## config.mk

```make
export PLATFORM = sky130hd
export DESIGN_NAME = fifo_burst_writer
export DESIGN_NICKNAME = d
export VERILOG_FILES = /design/src/rtl/fifo_burst_writer.sv
export SDC_FILE = /design/constraint.sdc
export NUM_CORES = 1
export LEC_CHECK = 0
export ABC_AREA = 1
export CORE_UTILIZATION = 35
export CTS_BUF_LIST = sky130_fd_sc_hd__clkbuf_4
export DETAILED_ROUTE_END_ITERATION = 10
export GPL_ROUTABILITY_DRIVEN = 0
export PLACE_DENSITY = 0.62
export SLEW_MARGIN = 20
export SYNTH_ARGS = -nofsm -noshare
export SYNTH_HDL_FRONTEND = slang
export SYNTH_SLANG_ARGS = --single-unit
```

## constraint.sdc

```tcl
create_clock -name w_clk -period 2 [get_ports w_clk]
set_input_delay 0.2 -clock w_clk [delete_from_list [all_inputs] [get_ports w_clk]]
set_output_delay 0.2 -clock w_clk [all_outputs]
set_load 0.03 [all_outputs]
```

## src/rtl/fifo_burst_writer.sv

```systemverilog
// rtl/fifo_burst_writer.sv - burst traffic source driving an async FIFO write port
//
// Ports:
//   w_clk, rst_n             write-domain clock, asynchronous active-low reset
//   start, burst_len, seed,  burst command; sampled only while idle
//   mode                     pattern: 0 incr, 1 LFSR, 2 constant, 3 seed/~seed
//   abort                    end the running burst early
//   full                     FIFO back-pressure
//   wr_rq, wdata             FIFO write request and data
//   busy, done, aborted      status: active, one-cycle completion, ended by abort
//   words_sent, checksum     accepted-word count and XOR of accepted words
//   stall_cnt                cycles spent requesting against full, saturating

module fifo_burst_writer #(
    parameter int               WIDTH = 4,
    parameter int               LEN_W = 4,
    parameter logic [WIDTH-1:0] TAPS  = 4'b1100
) (
    input  logic             w_clk,
    input  logic             rst_n,
    input  logic             start,
    input  logic [LEN_W-1:0] burst_len,
    input  logic [WIDTH-1:0] seed,
    input  logic [1:0]       mode,
    input  logic             abort,
    input  logic             full,
    output logic             wr_rq,
    output logic [WIDTH-1:0] wdata,
    output logic             busy,
    output logic             done,
    output logic             aborted,
    output logic [LEN_W-1:0] words_sent,
    output logic [WIDTH-1:0] checksum,
    output logic [7:0]       stall_cnt
);

    typedef enum logic [1:0] {
        S_IDLE  = 2'd0,
        S_WRITE = 2'd1,
        S_DONE  = 2'd2
    } state_t;

    state_t           state_q, state_nxt;
    logic [1:0]       mode_q, mode_nxt;
    logic [LEN_W-1:0] remaining_q, remaining_nxt;

    logic             wr_rq_nxt, busy_nxt, done_nxt, aborted_nxt;
    logic [WIDTH-1:0] wdata_nxt, checksum_nxt;
    logic [LEN_W-1:0] words_sent_nxt;
    logic [7:0]       stall_cnt_nxt;

    logic accept;
    logic last_word;

    assign accept    = wr_rq & ~full;
    assign last_word = (remaining_q == LEN_W'(1));

    function automatic logic [WIDTH-1:0] next_word(input logic [1:0] m,
                                                   input logic [WIDTH-1:0] w);
        logic [WIDTH-1:0] r;
        case (m)
            2'd0:    r = w + WIDTH'(1);
            2'd1:    r = {w[WIDTH-2:0], ^(w & TAPS)};
            2'd2:    r = w;
            default: r = ~w;
        endcase
        return r;
    endfunction

    // State and all registered outputs.
    always_ff @(posedge w_clk or negedge rst_n) begin
        if (!rst_n) begin
            state_q     <= S_IDLE;
            mode_q      <= 2'd0;
            remaining_q <= '0;
            wr_rq       <= 1'b0;
            wdata       <= '0;
            busy        <= 1'b0;
            done        <= 1'b0;
            aborted     <= 1'b0;
            words_sent  <= '0;
            checksum    <= '0;
            stall_cnt   <= '0;
        end else begin
            state_q     <= state_nxt;
            mode_q      <= mode_nxt;
            remaining_q <= remaining_nxt;
            wr_rq       <= wr_rq_nxt;
            wdata       <= wdata_nxt;
            busy        <= busy_nxt;
            done        <= done_nxt;
            aborted     <= aborted_nxt;
            words_sent  <= words_sent_nxt;
            checksum    <= checksum_nxt;
            stall_cnt   <= stall_cnt_nxt;
        end
    end

    // Next-state logic.
    always_comb begin
        state_nxt = state_q;
        case (state_q)
            S_IDLE:
                if (start)
                    state_nxt = (burst_len != '0) ? S_WRITE : S_DONE;
            S_WRITE:
                if (abort || (accept && last_word))
                    state_nxt = S_DONE;
            S_DONE:
                state_nxt = S_IDLE;
            default:
                state_nxt = S_IDLE;
        endcase
    end

    // Output / datapath next values.
    always_comb begin
        mode_nxt       = mode_q;
        remaining_nxt  = remaining_q;
        wr_rq_nxt      = wr_rq;
        wdata_nxt      = wdata;
        aborted_nxt    = aborted;
        words_sent_nxt = words_sent;
        checksum_nxt   = checksum;
        stall_cnt_nxt  = stall_cnt;

        case (state_q)
            S_IDLE: begin
                if (start) begin
                    mode_nxt       = mode;
                    remaining_nxt  = burst_len;
                    words_sent_nxt = '0;
                    checksum_nxt   = '0;
                    stall_cnt_nxt  = '0;
                    aborted_nxt    = 1'b0;
                    if (burst_len != '0) begin
                        wr_rq_nxt = 1'b1;
                        // An all-zero LFSR state would lock up, so seed 0 becomes 1.
                        wdata_nxt = (mode == 2'd1 && seed == '0) ? WIDTH'(1) : seed;
                    end
                end
            end
            S_WRITE: begin
                if (accept) begin
                    checksum_nxt   = checksum ^ wdata;
                    words_sent_nxt = words_sent + LEN_W'(1);
                    remaining_nxt  = remaining_q - LEN_W'(1);
                    if (last_word)
                        wr_rq_nxt = 1'b0;
                    else
                        wdata_nxt = next_word(mode_q, wdata);
                end else if (wr_rq && full && stall_cnt != 8'hFF) begin
                    stall_cnt_nxt = stall_cnt + 8'd1;
                end
                // The FIFO still captured a word accepted on the abort edge,
                // so the accounting above stands.
                if (abort) begin
                    wr_rq_nxt   = 1'b0;
                    aborted_nxt = 1'b1;
                end
            end
            default: begin
                wr_rq_nxt = 1'b0;
            end
        endcase
    end

    assign done_nxt = (state_nxt == S_DONE);
    assign busy_nxt = (state_nxt != S_IDLE);

endmodule

```

==> results of run 1 <==
## stage by stage
stage | util [%] | instance area, um^2 | worst slack [ns] | instances
3_3_place_gp | 45.4 | 2360 | 0.335 | 366
6_report | 46.5 | 2420 | 0.236 | 374
5_1_grt | 46.5 | 2420 | 0.166 | 374
3_5_place_dp | 45.4 | 2360 | 0.318 | 366
4_1_cts | 46.5 | 2420 | 0.223 | 374
2_1_floorplan | - | 1920 | 0.443 | 260
## registers in the layout (all words and copies together) (netlist names), 2 cells and up
signal / flops
remaining_q: 4
mode_q: 2
checksum: 4
wdata: 4
state_q: 2
stall_cnt: 8
words_sent: 4
## routing by layer
metal  part of all wire, %  global-route usage, %
met1                    49                   21.7
met2                    46                   27.5
met3                   4.2                   3.83
met4                  0.95                   5.58
met5                     0                      0
## synthesized netlist by cell type, drive strengths merged
master  instances
a21oi           6
nand4           6
o21ai          24
buf             5
xnor2           1
o31ai           1
ha              5
clkbuf          1
xor2            6
o211ai          1
nor2           35
nand3          24
inv            31
nand3b          1
dfrtp          32
nand2          81
## cell usage in the layout (no fill, tap or decap)
cell type,synthesis,layout
ha_1,5,5
nor2_1,30,30
nand3_2,1,1
nor2_4,2,2
inv_4,1,1
o21ai_0,19,19
xnor2_1,1,1
nor2_2,3,3
o21ai_1,2,2
clkdlybuf4s50_1,0,38
clkbuf_4,0,7
dfrtp_1,32,32
o21ai_2,3,3
o211ai_1,1,1
nand2_2,4,4
nand3_1,23,23
a21oi_1,6,6
nand2_1,76,76
inv_2,4,4
xor2_1,6,6
nand4_1,6,6
nand3b_1,1,1
o31ai_1,1,1
clkinv_1,0,1
inv_1,26,26
buf_4,1,4
nand2_4,1,1
## final timing paths
kind                             from             end  cells past startpoint
setup / recovery             wdata[0]        wdata[0]                      1
hold / removal                  rst_n   words_sent[0]                      2
setup reg to reg           state_q[1]  remaining_q[2]                      6
hold reg to reg               aborted         aborted                      2
max in group asynchronous       rst_n       mode_q[0]                      2
min in group w_clk              abort         aborted                      3
## layout make-up
class                           count  area [um^2]  area share (%)
Clock inverter                      1         3.75           0.155
Tap cell                           70         87.6            3.62
Sequential cell                    32          801            33.1
Timing Repair Buffer               42          410            17.0
Clock buffer                        7         52.6            2.17
Inverter                           31          119            4.91
Multi-Input combinational cell    191          946            39.1
## cell families after synthesis
kind of cell	synth area share, %
flops	41.8
fa+ha+maj	3.27
compound gates	9.21
simple gates	33.7
xor+xnor	3.20
buf+inv	8.82
## power breakdown
group | total, W | internal [W] | switching (W)
combinational | 0.00150 | 0.000556 | 0.000946
sequential | 0.00106 | 0.000840 | 0.000220
clock | 0.000377 | 0.000162 | 0.000215
total | 0.00294 | 0.00156 | 0.00138
==> metrics.md, run 1 <==
| Metric | Value |
|---|---|
| WS Path Type | `reg -> out` |
| Root Buffer | `clkbuf_4` |
| Synthesized cell area | `0.00192 mm^2` |
| Clock transition at the registers of the reported paths | `0.10 ns` |
| P&R area growth vs syn | `26.3%` |
| CP top delay family | `buffers and inverters` |
| Synth Instances | `260` |
| Iteration-0 DRC Markers | `62` |
| GR Util All Layers | `16.8%` |
| Setup crit end kind | `output pin` |
| VDD IR max | `659 uV` |
| Crit path DAT | `1.56 ns` |
| YS warnings | `0` |
| Fin. Hold Viols | `0` |
| Area of the die | `0.00577 mm^2` |
| Core Region | `0.00520 mm^2` |
| Vias in the first global route | `1656` |
| Bufs on Longest Clock Path | `2` |
| Final setup viols | `0` |
| HP Class | `in -> async` |
| Mapped Avg Cell Area | `7.37 um^2` |
| Clock Latency Late Sink | `0.33 ns` |
| Post-synthesis sequential area ratio | `41.8%` |
| Pwr Density | `1210 mW/mm^2` |
| Post-layout net count | `323` |
| Final hold slack | `0.266 ns` |
| TritonRoute pass-1 iters | `4` |
| Highest cell delay on the worst timing path | `0.73 ns` |
| DR vias/cell | `4.69` |
| Number of setup buffers added after CTS | `0` |
| Static leakage | `1.16 nW` |
| CTS tree | `yes` |
| Post-DP HPWL | `3160 um` |
| DRC viols | `0` |
| Max_cap viols | `0` |
| Wire length per cell | `11.5 um` |
| Setup TNS | `0 ns` |
| FF-to-FF setup slack | `0.46 ns` |
| Slew margin rel. | `71.7%` |
| Worst Setup Start Kind | `flop` |
| Crit share post-route | `88.2%` |
| Fmax | `0.567 GHz` |
| Die W | `76.0 um` |
| Fin crit period | `1.76 ns` |
| Initial antenna violation count | `0` |
| Buffers plus inverters on the worst setup path | `1` |
| Die height | `76.0 um` |
| Via count | `1753` |
| Largest net degree at the start of global routing | `33` |
| Synth cell types | `27` |
| CP Max Fanout | `8` |
| Routed wire length | `4310 um` |
| Status | `finished, final reports clean` |
| Num rows | `26` |
| Share of cells above drive strength 1 | `9.87%` |
| Final count of pins violating max slew | `0` |
| Syn_nets | `280` |
| H-Tree Depth | `2` |
| Boundary Pins | `39` |
| Clock sinks | `32` |
| WP data required | `1.80 ns` |
| Leading area contributor after synthesis | `dfrtp_1` |
| Unrepaired setup endpoints after global routing | `false` |
| GRT overflow | `0` |
| CP max-delay cell | `clkdlybuf4s50_1` |
| N_diodes | `0` |
| Top cells by area, synth | `dfrtp_1, nand2_1, nand3_1` |
| Skew final | `0.00869 ns` |
| Port buffer count | `38` |
| Post-CTS sizing | `0` |
| CTS hold repair buffers | `0` |
| Layout fillers | `545` |
| Worst-Margin Slew | `0.424 ns` |
| CTS Buf Count | `5` |
| Synth top area share | `41.8%` |
| FF+latch count, synth | `32` |
| Post-DRT Antenna Nets | `0` |
| First-pass GRT wire length | `7680 um` |
| Power Total | `0.00294 W` |
| Critical Path, Cell by Cell | `clkdlybuf4s50_1` |
| Starting Density | `36.8%` |
Power figures use the tool's default switching activity.
==> inputs of run 2 (changes only) <==
--- a/config.mk
+++ b/config.mk
@@ -6,6 +6,7 @@
 export NUM_CORES = 1
 export LEC_CHECK = 0
 export ABC_AREA = 1
+export ABC_CLOCK_PERIOD_IN_PS = 2000
 export CORE_UTILIZATION = 35
 export CTS_BUF_LIST = sky130_fd_sc_hd__clkbuf_4
 export DETAILED_ROUTE_END_ITERATION = 10
==> results of run 2 <==
The final DEF is identical to that of run 1; final timing and power are the same.
==> inputs of run 3 (changes only) <==
--- a/config.mk
+++ b/config.mk
@@ -12,6 +12,7 @@
 export DETAILED_ROUTE_END_ITERATION = 10
 export GPL_ROUTABILITY_DRIVEN = 0
 export PLACE_DENSITY = 0.62
+export SKIP_CTS_REPAIR_TIMING = 1
 export SLEW_MARGIN = 20
 export SYNTH_ARGS = -nofsm -noshare
 export SYNTH_HDL_FRONTEND = slang
==> results of run 3 <==
The final DEF is identical to that of run 1; final timing and power are the same.
